$ cat config.mk
export PLATFORM = sky130hd
export DESIGN_NAME = host_read_port_flat
export DESIGN_NICKNAME = d
export VERILOG_FILES = /design/src/rtl/host_read_port_if.sv /design/src/rtl/host_read_port.sv /design/src/flat_wrapper.sv
export SDC_FILE = /design/constraint.sdc
export NUM_CORES = 1
export LEC_CHECK = 0
export ABC_CLOCK_PERIOD_IN_PS = 1600
export CAP_MARGIN = 20
export CORE_MARGIN = 10
export CORE_UTILIZATION = 42
export DETAILED_ROUTE_END_ITERATION = 8
export PLACE_DENSITY = 0.77
export SLEW_MARGIN = 0
export SYNTH_ARGS = -nofsm -noshare
export SYNTH_HDL_FRONTEND = slang
export SYNTH_SLANG_ARGS = --single-unit
$ cat constraint.sdc
create_clock -name clk -period 1.6 [get_ports clk]
set_input_delay 0.32 -clock clk [delete_from_list [all_inputs] [get_ports clk]]
set_output_delay 0.32 -clock clk [all_outputs]
set_load 0.02 [all_outputs]
$ cat src/rtl/host_read_port_if.sv
// Host read port signal bundle: host bus side, VRAM arbiter side and transceiver control.
// The slave modport is the read port itself; master is whatever drives the host/arbiter side.
interface host_read_port_if;
  logic [10:0] host_bus_addr;
  logic        n_host_rmem;
  logic        n_host_vram_en;
  logic [1:0]  bank_sel;
  logic        host_rd_req;
  logic [12:0] host_rd_addr;
  logic        host_rd_grant;
  logic [7:0]  host_rd_data;
  logic [7:0]  host_out_data;
  logic        host_out_en;
  logic        host_bus_dir;
  logic        rd_timeout;

  modport master (
    output host_bus_addr, n_host_rmem, n_host_vram_en, bank_sel, host_rd_grant, host_rd_data,
    input  host_rd_req, host_rd_addr, host_out_data, host_out_en, host_bus_dir, rd_timeout
  );

  modport slave (
    input  host_bus_addr, n_host_rmem, n_host_vram_en, bank_sel, host_rd_grant, host_rd_data,
    output host_rd_req, host_rd_addr, host_out_data, host_out_en, host_bus_dir, rd_timeout
  );
endinterface

$ cat src/rtl/host_read_port.sv
// Services host VRAM reads: latches the address, requests an arbiter slot, captures the byte
// and drives it through the transceiver until the host strobe is released.
module host_read_port #(
  parameter int unsigned RD_LATENCY     = 2,
  parameter int unsigned TIMEOUT_CYCLES = 64
) (
  input logic             clk,
  input logic             nrst,
  host_read_port_if.slave bus
);

  localparam int unsigned LatW = (RD_LATENCY > 1) ? $clog2(RD_LATENCY) : 1;
  localparam int unsigned TmoW = $clog2(TIMEOUT_CYCLES);

  typedef enum logic [1:0] {StIdle, StReq, StWaitData, StDrive} state_e;

  state_e      state_q, state_d;
  logic [1:0]  rmem_sync_q, en_sync_q;
  logic        rd_qual;
  logic [TmoW-1:0] tmo_cnt_q, tmo_cnt_d;
  logic [LatW-1:0] lat_cnt_q, lat_cnt_d;
  logic        req_q, req_d;
  logic [12:0] addr_q, addr_d;
  logic [7:0]  data_q, data_d;
  logic        out_en_q, out_en_d;
  logic        dir_q, dir_d;
  logic        timeout_q, timeout_d;

  assign rd_qual = ~rmem_sync_q[1] & ~en_sync_q[1];

  always_ff @(posedge clk or negedge nrst) begin
    if (!nrst) begin
      rmem_sync_q <= 2'b11;
      en_sync_q   <= 2'b11;
      state_q     <= StIdle;
      tmo_cnt_q   <= '0;
      lat_cnt_q   <= '0;
      req_q       <= 1'b0;
      addr_q      <= '0;
      data_q      <= '0;
      out_en_q    <= 1'b0;
      dir_q       <= 1'b1;
      timeout_q   <= 1'b0;
    end else begin
      rmem_sync_q <= {rmem_sync_q[0], bus.n_host_rmem};
      en_sync_q   <= {en_sync_q[0], bus.n_host_vram_en};
      state_q     <= state_d;
      tmo_cnt_q   <= tmo_cnt_d;
      lat_cnt_q   <= lat_cnt_d;
      req_q       <= req_d;
      addr_q      <= addr_d;
      data_q      <= data_d;
      out_en_q    <= out_en_d;
      dir_q       <= dir_d;
      timeout_q   <= timeout_d;
    end
  end

  always_comb begin
    state_d   = state_q;
    tmo_cnt_d = tmo_cnt_q;
    lat_cnt_d = lat_cnt_q;
    req_d     = req_q;
    addr_d    = addr_q;
    data_d    = data_q;
    out_en_d  = out_en_q;
    dir_d     = dir_q;
    timeout_d = timeout_q;

    unique case (state_q)
      StIdle: begin
        if (rd_qual) begin
          addr_d    = {bus.bank_sel, bus.host_bus_addr};
          req_d     = 1'b1;
          timeout_d = 1'b0;
          tmo_cnt_d = '0;
          state_d   = StReq;
        end
      end
      StReq: begin
        // A strobe release wins over a grant in the same cycle.
        if (!rd_qual) begin
          req_d   = 1'b0;
          state_d = StIdle;
        end else if (bus.host_rd_grant) begin
          req_d     = 1'b0;
          dir_d     = 1'b0;
          lat_cnt_d = LatW'(RD_LATENCY - 1);
          state_d   = StWaitData;
        end else if (tmo_cnt_q == TmoW'(TIMEOUT_CYCLES - 1)) begin
          req_d     = 1'b0;
          data_d    = 8'hFF;
          timeout_d = 1'b1;
          dir_d     = 1'b0;
          state_d   = StDrive;
        end else begin
          tmo_cnt_d = tmo_cnt_q + 1'b1;
        end
      end
      StWaitData: begin
        if (!rd_qual) begin
          dir_d   = 1'b1;
          state_d = StIdle;
        end else if (lat_cnt_q == '0) begin
          data_d   = bus.host_rd_data;
          out_en_d = 1'b1;
          state_d  = StDrive;
        end else begin
          lat_cnt_d = lat_cnt_q - 1'b1;
        end
      end
      StDrive: begin
        // Timeout entry turns the direction first; output enable follows one cycle later.
        if (!rd_qual) begin
          out_en_d = 1'b0;
          dir_d    = 1'b1;
          state_d  = StIdle;
        end else begin
          out_en_d = 1'b1;
        end
      end
      default: state_d = StIdle;
    endcase
  end

  assign bus.host_rd_req   = req_q;
  assign bus.host_rd_addr  = addr_q;
  assign bus.host_out_data = data_q;
  assign bus.host_out_en   = out_en_q;
  assign bus.host_bus_dir  = dir_q;
  assign bus.rd_timeout    = timeout_q;

endmodule

$ cat src/flat_wrapper.sv
// flat-port wrapper written by rule: the top's interface ports become plain ports
module host_read_port_flat 
#(
  parameter int unsigned RD_LATENCY     = 2,
  parameter int unsigned TIMEOUT_CYCLES = 64
)
  (clk, nrst, bus_host_bus_addr, bus_n_host_rmem, bus_n_host_vram_en, bus_bank_sel, bus_host_rd_grant, bus_host_rd_data, bus_host_rd_req, bus_host_rd_addr, bus_host_out_data, bus_host_out_en, bus_host_bus_dir, bus_rd_timeout);
  host_read_port_if bus_i ();
  input logic clk;
  input logic nrst;
  input wire logic [$bits(bus_i.host_bus_addr)-1:0] bus_host_bus_addr;
  input wire logic [$bits(bus_i.n_host_rmem)-1:0] bus_n_host_rmem;
  input wire logic [$bits(bus_i.n_host_vram_en)-1:0] bus_n_host_vram_en;
  input wire logic [$bits(bus_i.bank_sel)-1:0] bus_bank_sel;
  input wire logic [$bits(bus_i.host_rd_grant)-1:0] bus_host_rd_grant;
  input wire logic [$bits(bus_i.host_rd_data)-1:0] bus_host_rd_data;
  output wire logic [$bits(bus_i.host_rd_req)-1:0] bus_host_rd_req;
  output wire logic [$bits(bus_i.host_rd_addr)-1:0] bus_host_rd_addr;
  output wire logic [$bits(bus_i.host_out_data)-1:0] bus_host_out_data;
  output wire logic [$bits(bus_i.host_out_en)-1:0] bus_host_out_en;
  output wire logic [$bits(bus_i.host_bus_dir)-1:0] bus_host_bus_dir;
  output wire logic [$bits(bus_i.rd_timeout)-1:0] bus_rd_timeout;
  assign bus_i.host_bus_addr = bus_host_bus_addr;
  assign bus_i.n_host_rmem = bus_n_host_rmem;
  assign bus_i.n_host_vram_en = bus_n_host_vram_en;
  assign bus_i.bank_sel = bus_bank_sel;
  assign bus_i.host_rd_grant = bus_host_rd_grant;
  assign bus_i.host_rd_data = bus_host_rd_data;
  assign bus_host_rd_req = bus_i.host_rd_req;
  assign bus_host_rd_addr = bus_i.host_rd_addr;
  assign bus_host_out_data = bus_i.host_out_data;
  assign bus_host_out_en = bus_i.host_out_en;
  assign bus_host_bus_dir = bus_i.host_bus_dir;
  assign bus_rd_timeout = bus_i.rd_timeout;
  host_read_port #(.RD_LATENCY(RD_LATENCY), .TIMEOUT_CYCLES(TIMEOUT_CYCLES)) u_core (.clk(clk), .nrst(nrst), .bus(bus_i));
endmodule
==> impl_metrics.tcl, run 1 <==
set metrics [dict create \
    avgRoutedWirePerCell_um 16.94 \
    synth_edf_count 0 \
    status "finished clean" \
    tritoncts "yes" \
    peakVddDrop_uv 640.7 \
    drt_pre_antenna_iters 4 \
    netlist-cell-type-count 38 \
    pwr-share-seq_pct 45.1 \
    dieArea_um2 7267 \
    max_slew.worst_pin.slew_ns 0.4636 \
    rsz0062_at_grt "false" \
    drv_cap 0 \
    hold_depth 0 \
    grt_pass1_wl_um 7334 \
    fin_cells 267 \
    crit_required_ns 1.28 \
    post-route-util_pct 63.18 \
    root_buffer "clkbuf_8" \
    detail-route-antenna-nets 0 \
    drc 0 \
    finalHoldViolations 0 \
    ys_ff_latch 38 \
    placedCellCount 258 \
    area_growth_pct 43.39 \
    hpwl_um 3391 \
    critPathLaunchType "flop" \
    cts-htree-levels 2 \
    critPathTopFamily "buffers and inverters" \
    p_sw_uw 645.4 \
    syn_area_per_cell_um2 11.84 \
    yosysWarnings 0 \
    syn_area_um2 1788 \
    maxSlewHeadroom_pct 68.93 \
    numPortBuffers 50 \
    synthArstFlopShare_pct 100.0 \
    wl_um 4524 \
    insertion_delay_ns 0.29 \
    synth_top_cell_by_area "dfrtp_1" \
    fin_crit_sh_pct 97.82 \
    num_rows 23 \
    netlist_top_cells_area "dfrtp_1 (46%), mux2_4 (7.6%), dfstp_2 (7.3%), nand3_1 (4.5%), o21ai_0 (3.6%)" \
    grt_usage_pct 12.46 \
    cp-end-kind "output port" \
    overflow 0 \
    power_density_nw_per_um2 967.5 \
    pwr-share-comb_pct 22.7 \
    vias_per_cell 5.453 \
    yosysSeqAreaShare_pct 53.53 \
    internal-power_mw 1.835 \
    die_w_um 85.25 \
    path_clk_slew_ns 0.07 \
    start_util_pct 44.06 \
    ioPinCount 51 \
    cts.sinks 38 \
    crit_type "flop to output port" \
    drv_slew 0 \
    period_minus_slack_ns 1.565 \
    rr_worst_depth 4 \
    grt_pass1_vias 1491 \
    setup_violations 0 \
    path_depth 1 \
    cp_slowest_stage_delay_ns 0.62 \
    vias 1456 \
    fmax_ghz 0.6389 \
    die_h_um 85.25 \
    total_leakage_power_nw 1.140 \
    p_sw_share_pct 26.02 \
    diodes 0 \
    grt_max_degree 24 \
    synthesis.instances 151 \
    cts-buffers-inserted 5 \
    skew_ns 0.002526 \
    path_cells "clkdlybuf4s50_1" \
    drive_gt1_share_pct 21.66 \
    antenna_found_initial 0 \
    pwr-share-clk_pct 32.3 \
    synth_top_area_share_pct 46.19 \
    cts_buffer_depth 2 \
    crit_fanout 2 \
    drt_iter0_markers 132 \
    fin_nets 243 \
    routabilityCongestion 0.8321 \
    critPathSlowestCell "clkdlybuf4s50_1" \
    synth_fp_nets 178 \
    core_um2 4058 \
    arrival_ns 1.25 \
    cp.buffers_inverters 1 \
    synthFlopType "dfrtp_1" \
    min_path_type "flop to flop" \
]
Yosys cell counts, types with 2 or more instances:
| master | n |
|---|---|
| dfrtp_1 | 33 |
| nand3_1 | 16 |
| o21ai_0 | 13 |
| a21oi_1 | 9 |
| mux2_4 | 9 |
| nand2_1 | 6 |
| dfstp_2 | 5 |
| inv_1 | 5 |
| nor2_1 | 5 |
| clkbuf_1 | 4 |
| mux2_2 | 4 |
| nor3_1 | 4 |
| a41oi_1 | 3 |
| and4_1 | 3 |
| nand4_1 | 3 |
| nor2b_1 | 3 |
| a32o_1 | 2 |
| and3_1 | 2 |
| buf_6 | 2 |
| nand2b_1 | 2 |
cell usage in the layout (no fill, tap or decap), drive strengths merged:
cell type and instances:
nand4 3, dlymetal6s2s 16, a2111oi 1, nor3 4, dlygate4sd3 1, inv 5
a22o 1, nand2b 2, ha 1, dfrtp 33, o21bai 1, and3 2
o2bb2ai 1, a211oi 1, dlygate4sd2 8, nor2 6, nand3b 1, a21oi 9
or3 1, nand2 6, nor2b 3, and4 3, dfstp 5, a311o 1
a41oi 3, o21ai 13, clkdlybuf4s50 25, a2111o 1, bufinv 1, buf 18
clkbuf 7, a31o 1, mux2 13, a31oi 1, a32o 2, o31a 1
nand3 16
stage by stage:
step                      total power, mW  hold WS (ns)  cell area [µm²]  setup slack [ns]  TNS, ns
final                               2.480        0.3592             2564           0.03485        0
after global routing                2.584        0.3611             2564          0.007239        0
after CTS                           2.519        0.3594             2516         0.0001659        0
after detailed placement            1.728        0.2705             2405           -0.1952  -0.9925
after global placement              1.720        0.2762             2405           -0.1832  -0.6598
after floorplan                     1.420       0.02441             1788          -0.02357  -0.2122
power groups by stage:
stage,combinational [mW],clock [mW],sequential (mW)
2_1_floorplan,0.183,0,1.24
3_3_place_gp,0.587,0,1.13
3_5_place_dp,0.593,0,1.13
4_1_cts,0.582,0.816,1.12
5_1_grt,0.603,0.848,1.13
6_report,0.563,0.800,1.12
timing repair:
action | CTS | global route
endpoints found under the hold margin | 14 | 0
gates resized for setup | 9 | 18
hold buffers | 1 | 0
buffers inserted | 0 | 0
endpoints found under the setup margin | 13 | 25
state kept, by name, indices dropped and copies added, names as in the netlist:
name                      flops
u_core.bus.rd_timeout         1
u_core.en_sync_q              2
u_core.bus.host_bus_dir       1
u_core.lat_cnt_q              1
u_core.bus.host_out_data      8
u_core.bus.host_out_en        1
u_core.bus.host_rd_addr      13
u_core.state_q                2
u_core.rmem_sync_q            2
u_core.tmo_cnt_q              6
u_core.bus.host_rd_req        1
metal layers:
| layer | wire [µm] | share of wire (%) | vias to the layer above | global-route usage, % |
|---|---|---|---|---|
| met5 | 0 | 0 | - | 0 |
| met4 | 89 | 2.0 | 0 | 4.940 |
| met3 | 364 | 8.0 | 7 | 6.214 |
| met2 | 2305 | 51 | 54 | 20.10 |
| met1 | 1764 | 39 | 706 | 13.66 |
| li1 | - | - | 689 | - |
layout make-up:
cell class | instances | area (µm²)
Clock buffer | 7 | 76.32
Clock inverter | 1 | 30.03
Fill cell | 307 | 1494
Inverter | 5 | 18.77
Multi-Input combinational cell | 98 | 730.7
Sequential cell | 38 | 957.2
Tap cell | 50 | 62.56
Timing Repair Buffer | 68 | 688.2
worst paths after layout:
path	startpoint	to	slack, ns
max	u_core.bus.host_out_data[4]$_DFFE_PN0P_	bus_host_out_data[4]	0.03
min	u_core.rmem_sync_q[0]$_DFF_PN1_	u_core.rmem_sync_q[1]$_DFF_PN1_	0.36
max reg2reg	u_core.state_q[0]$_DFFE_PN0P_	u_core.bus.host_rd_addr[2]$_DFFE_PN0P_	0.05
min reg2reg	u_core.rmem_sync_q[0]$_DFF_PN1_	u_core.rmem_sync_q[1]$_DFF_PN1_	0.36
max in group asynchronous	nrst	u_core.en_sync_q[1]$_DFF_PN1_	0.59
min in group asynchronous	nrst	u_core.tmo_cnt_q[0]$_DFFE_PN0P_	0.48
logic make-up (layout without fill, tap and decap cells):
| group | after synthesis | count (layout) | share of synthesized area, % |
|---|---|---|---|
| simple gates | 47 | 47 | 14.77 |
| flops | 38 | 38 | 53.53 |
| fa+ha+maj | 1 | 1 | 0.6997 |
| buf+inv | 15 | 81 | 6.298 |
| mux | 13 | 13 | 10.08 |
| compound gates | 37 | 37 | 14.63 |
Power figures use the tool's default switching activity.
==> run 2, diff against run 1 <==
GPL_TIMING_DRIVEN = 0   (was not set)
REMOVE_ABC_BUFFERS = 1   (was not set)
==> run 2 against run 1 <==
  * Setup slack better by 0.0031 ns
  * Sequential share of layout area up 0.92 points
  * Utilization down 1.4 points
  * Sequential cell count unchanged
  * Total power down 1.5%
  * Largest cell class unchanged
  * Largest power group unchanged
==> impl_metrics.tcl, run 2 (synthesis gave the netlist of run 1 again) <==
set metrics [dict create \
    multiInputGateArea_um2 737.0 \
    routabilityCongestion 0.7772 \
    fin_nets 235 \
    r2r-start "u_core.state_q[0]$_DFFE_PN0P_" \
    min_path_type "primary input to asynchronous set/reset pin" \
    endpoint "u_core.tmo_cnt_q[0]$_DFFE_PN0P_" \
    mostFrequentLayoutCell "dfrtp_1" \
    met3WireLength_um 470 \
    fmax_ghz 0.6402 \
    finalHoldViolations 0 \
    tritoncts "yes" \
    maxSlewHeadroom_pct 45.00 \
    period_minus_slack_ns 1.562 \
    avgRoutedWirePerCell_um 16.08 \
    cp.buffers_inverters 1 \
    cts-buffers-inserted 5 \
    insertion_delay_ns 0.29 \
    root_buffer "clkbuf_8" \
    status "finished clean" \
    overflow 0 \
    detail-route-antenna-nets 0 \
    fin_crit_sh_pct 97.63 \
    r2r-end "u_core.tmo_cnt_q[0]$_DFFE_PN0P_" \
    top_layer_used "met4" \
    antenna_found_initial 0 \
    drt_pre_antenna_iters 4 \
    hold_buffers 0 \
    critPathSlowestCell "dfrtp_2" \
    diodes 0 \
    critPathTopFamily "compound AO/OA/AOI/OAI gates" \
    die_h_um 85.25 \
    grt_usage_pct 10.90 \
    max_slew.worst_pin.slew_ns 0.8249 \
    largest_reg_flops 13 \
    numPortBuffers 50 \
    drc 0 \
    crit_fanout 5 \
    num_rows 23 \
    drive_gt1_share_pct 22.49 \
    regArea_um2 959.7 \
    grt_pass1_vias 1393 \
    drt_iter0_markers 191 \
    path_depth 4 \
    post_dp_cell_area_um2 2252 \
    path_cells "buf_4, a2111o_1, a31o_1, a22o_1" \
    hpwl_um 2892 \
    drv_cap 0 \
    arrival_ns 1.73 \
    core_um2 4058 \
    start_util_pct 44.06 \
    grt_max_degree 39 \
    crit_type "flop to flop" \
    r2r_slack_ns 0.04 \
    vias 1392 \
    grt_pass1_wl_um 6582 \
    setup_violations 0 \
    cp-end-kind "flop" \
    placedCellCount 241 \
    path_clk_slew_ns 0.08 \
    fin_cells 259 \
    skew_ns 0.007283 \
    power_density_nw_per_um2 974.3 \
    area_growth_pct 40.31 \
    die_w_um 85.25 \
    crit_start "u_core.state_q[0]$_DFFE_PN0P_" \
    peakVddDrop_uv 596.0 \
    vias_per_cell 5.375 \
    dieArea_um2 7267 \
    cts-htree-levels 2 \
    cts_buffer_depth 2 \
    wl_um 4164 \
    cts.sinks 38 \
    drv_slew 0 \
    nFillCells 329 \
    drt-met1-wl_um 1687 \
    tns_ns 0 \
    wl_met2_um 1975 \
    critPathLaunchType "flop" \
    postLayoutCellArea_um2 2509 \
    final_cell_mix "dfrtp_1 (31), clkdlybuf4s50_1 (23), dlymetal6s2s_1 (19)" \
    ioPinCount 51 \
    crit_required_ns 1.77 \
    cp_slowest_stage_delay_ns 0.45 \
    rsz0062_at_grt "true" \
    total_leakage_power_nw 1.098 \
    rr_worst_depth 4 \
]
-- run 2: area by class of cell --
type	count	share of cell area, %
tap	50	2.494
multi-input combinational	98	29.38
clock inverter	3	1.596
timing repair buffer	60	24.79
sequential	38	38.25
inverter	5	0.7481
clock buffer	5	2.743
-- run 2: routing by layer --
layer	track usage, %	vias to the layer above
met2	17.03	66
li1	-	666
met3	6.214	4
met1	12.39	656
met5	0	-
met4	3.144	0
-- run 2: worst min-delay path by stage --
stage / slack (ns) / depth (start not counted) / start / endpoint
after floorplan: 0.02 / 0 / nrst / u_core.bus.host_out_data[0]$_DFFE_PN0P_
after global placement: 0.35 / 0 / u_core.en_sync_q[0]$_DFF_PN1_ / u_core.en_sync_q[1]$_DFF_PN1_
after detailed placement: 0.35 / 0 / u_core.en_sync_q[0]$_DFF_PN1_ / u_core.en_sync_q[1]$_DFF_PN1_
after CTS: 0.16 / 1 / nrst / u_core.bus.host_out_data[6]$_DFFE_PN0P_
after global routing: 0.19 / 1 / nrst / u_core.bus.host_rd_addr[5]$_DFFE_PN0P_
final: 0.13 / 1 / nrst / u_core.bus.host_rd_addr[5]$_DFFE_PN0P_
-- run 2: stage by stage --
step	hold slack (ns)	utilization, %	total power, mW	setup WS [ns]
2_1_floorplan	0.02441	-	1.400	-0.1738
3_3_place_gp	0.3458	55.63	1.687	-0.7028
3_5_place_dp	0.3495	55.50	1.693	-0.3691
4_1_cts	0.1558	59.82	2.476	0.001347
5_1_grt	0.1853	61.83	2.563	-0.01108
6_report	0.1322	61.83	2.444	0.03795
-- run 2: timing repair --
action	in CTS	in global routing
gates cloned	0	0
pin swaps	4	1
setup endpoints to repair	31	35
resized for setup	11	23
buffers inserted	7	3
endpoints found under the hold margin	0	0
-- run 2: power breakdown --
| part | internal, mW | leakage (nW) | switching [mW] |
|---|---|---|---|
| clock | 0.458 | 0.0579 | 0.325 |
| combinational | 0.289 | 0.610 | 0.248 |
| sequential | 1.06 | 0.430 | 0.0597 |
| total | 1.81 | 1.10 | 0.633 |
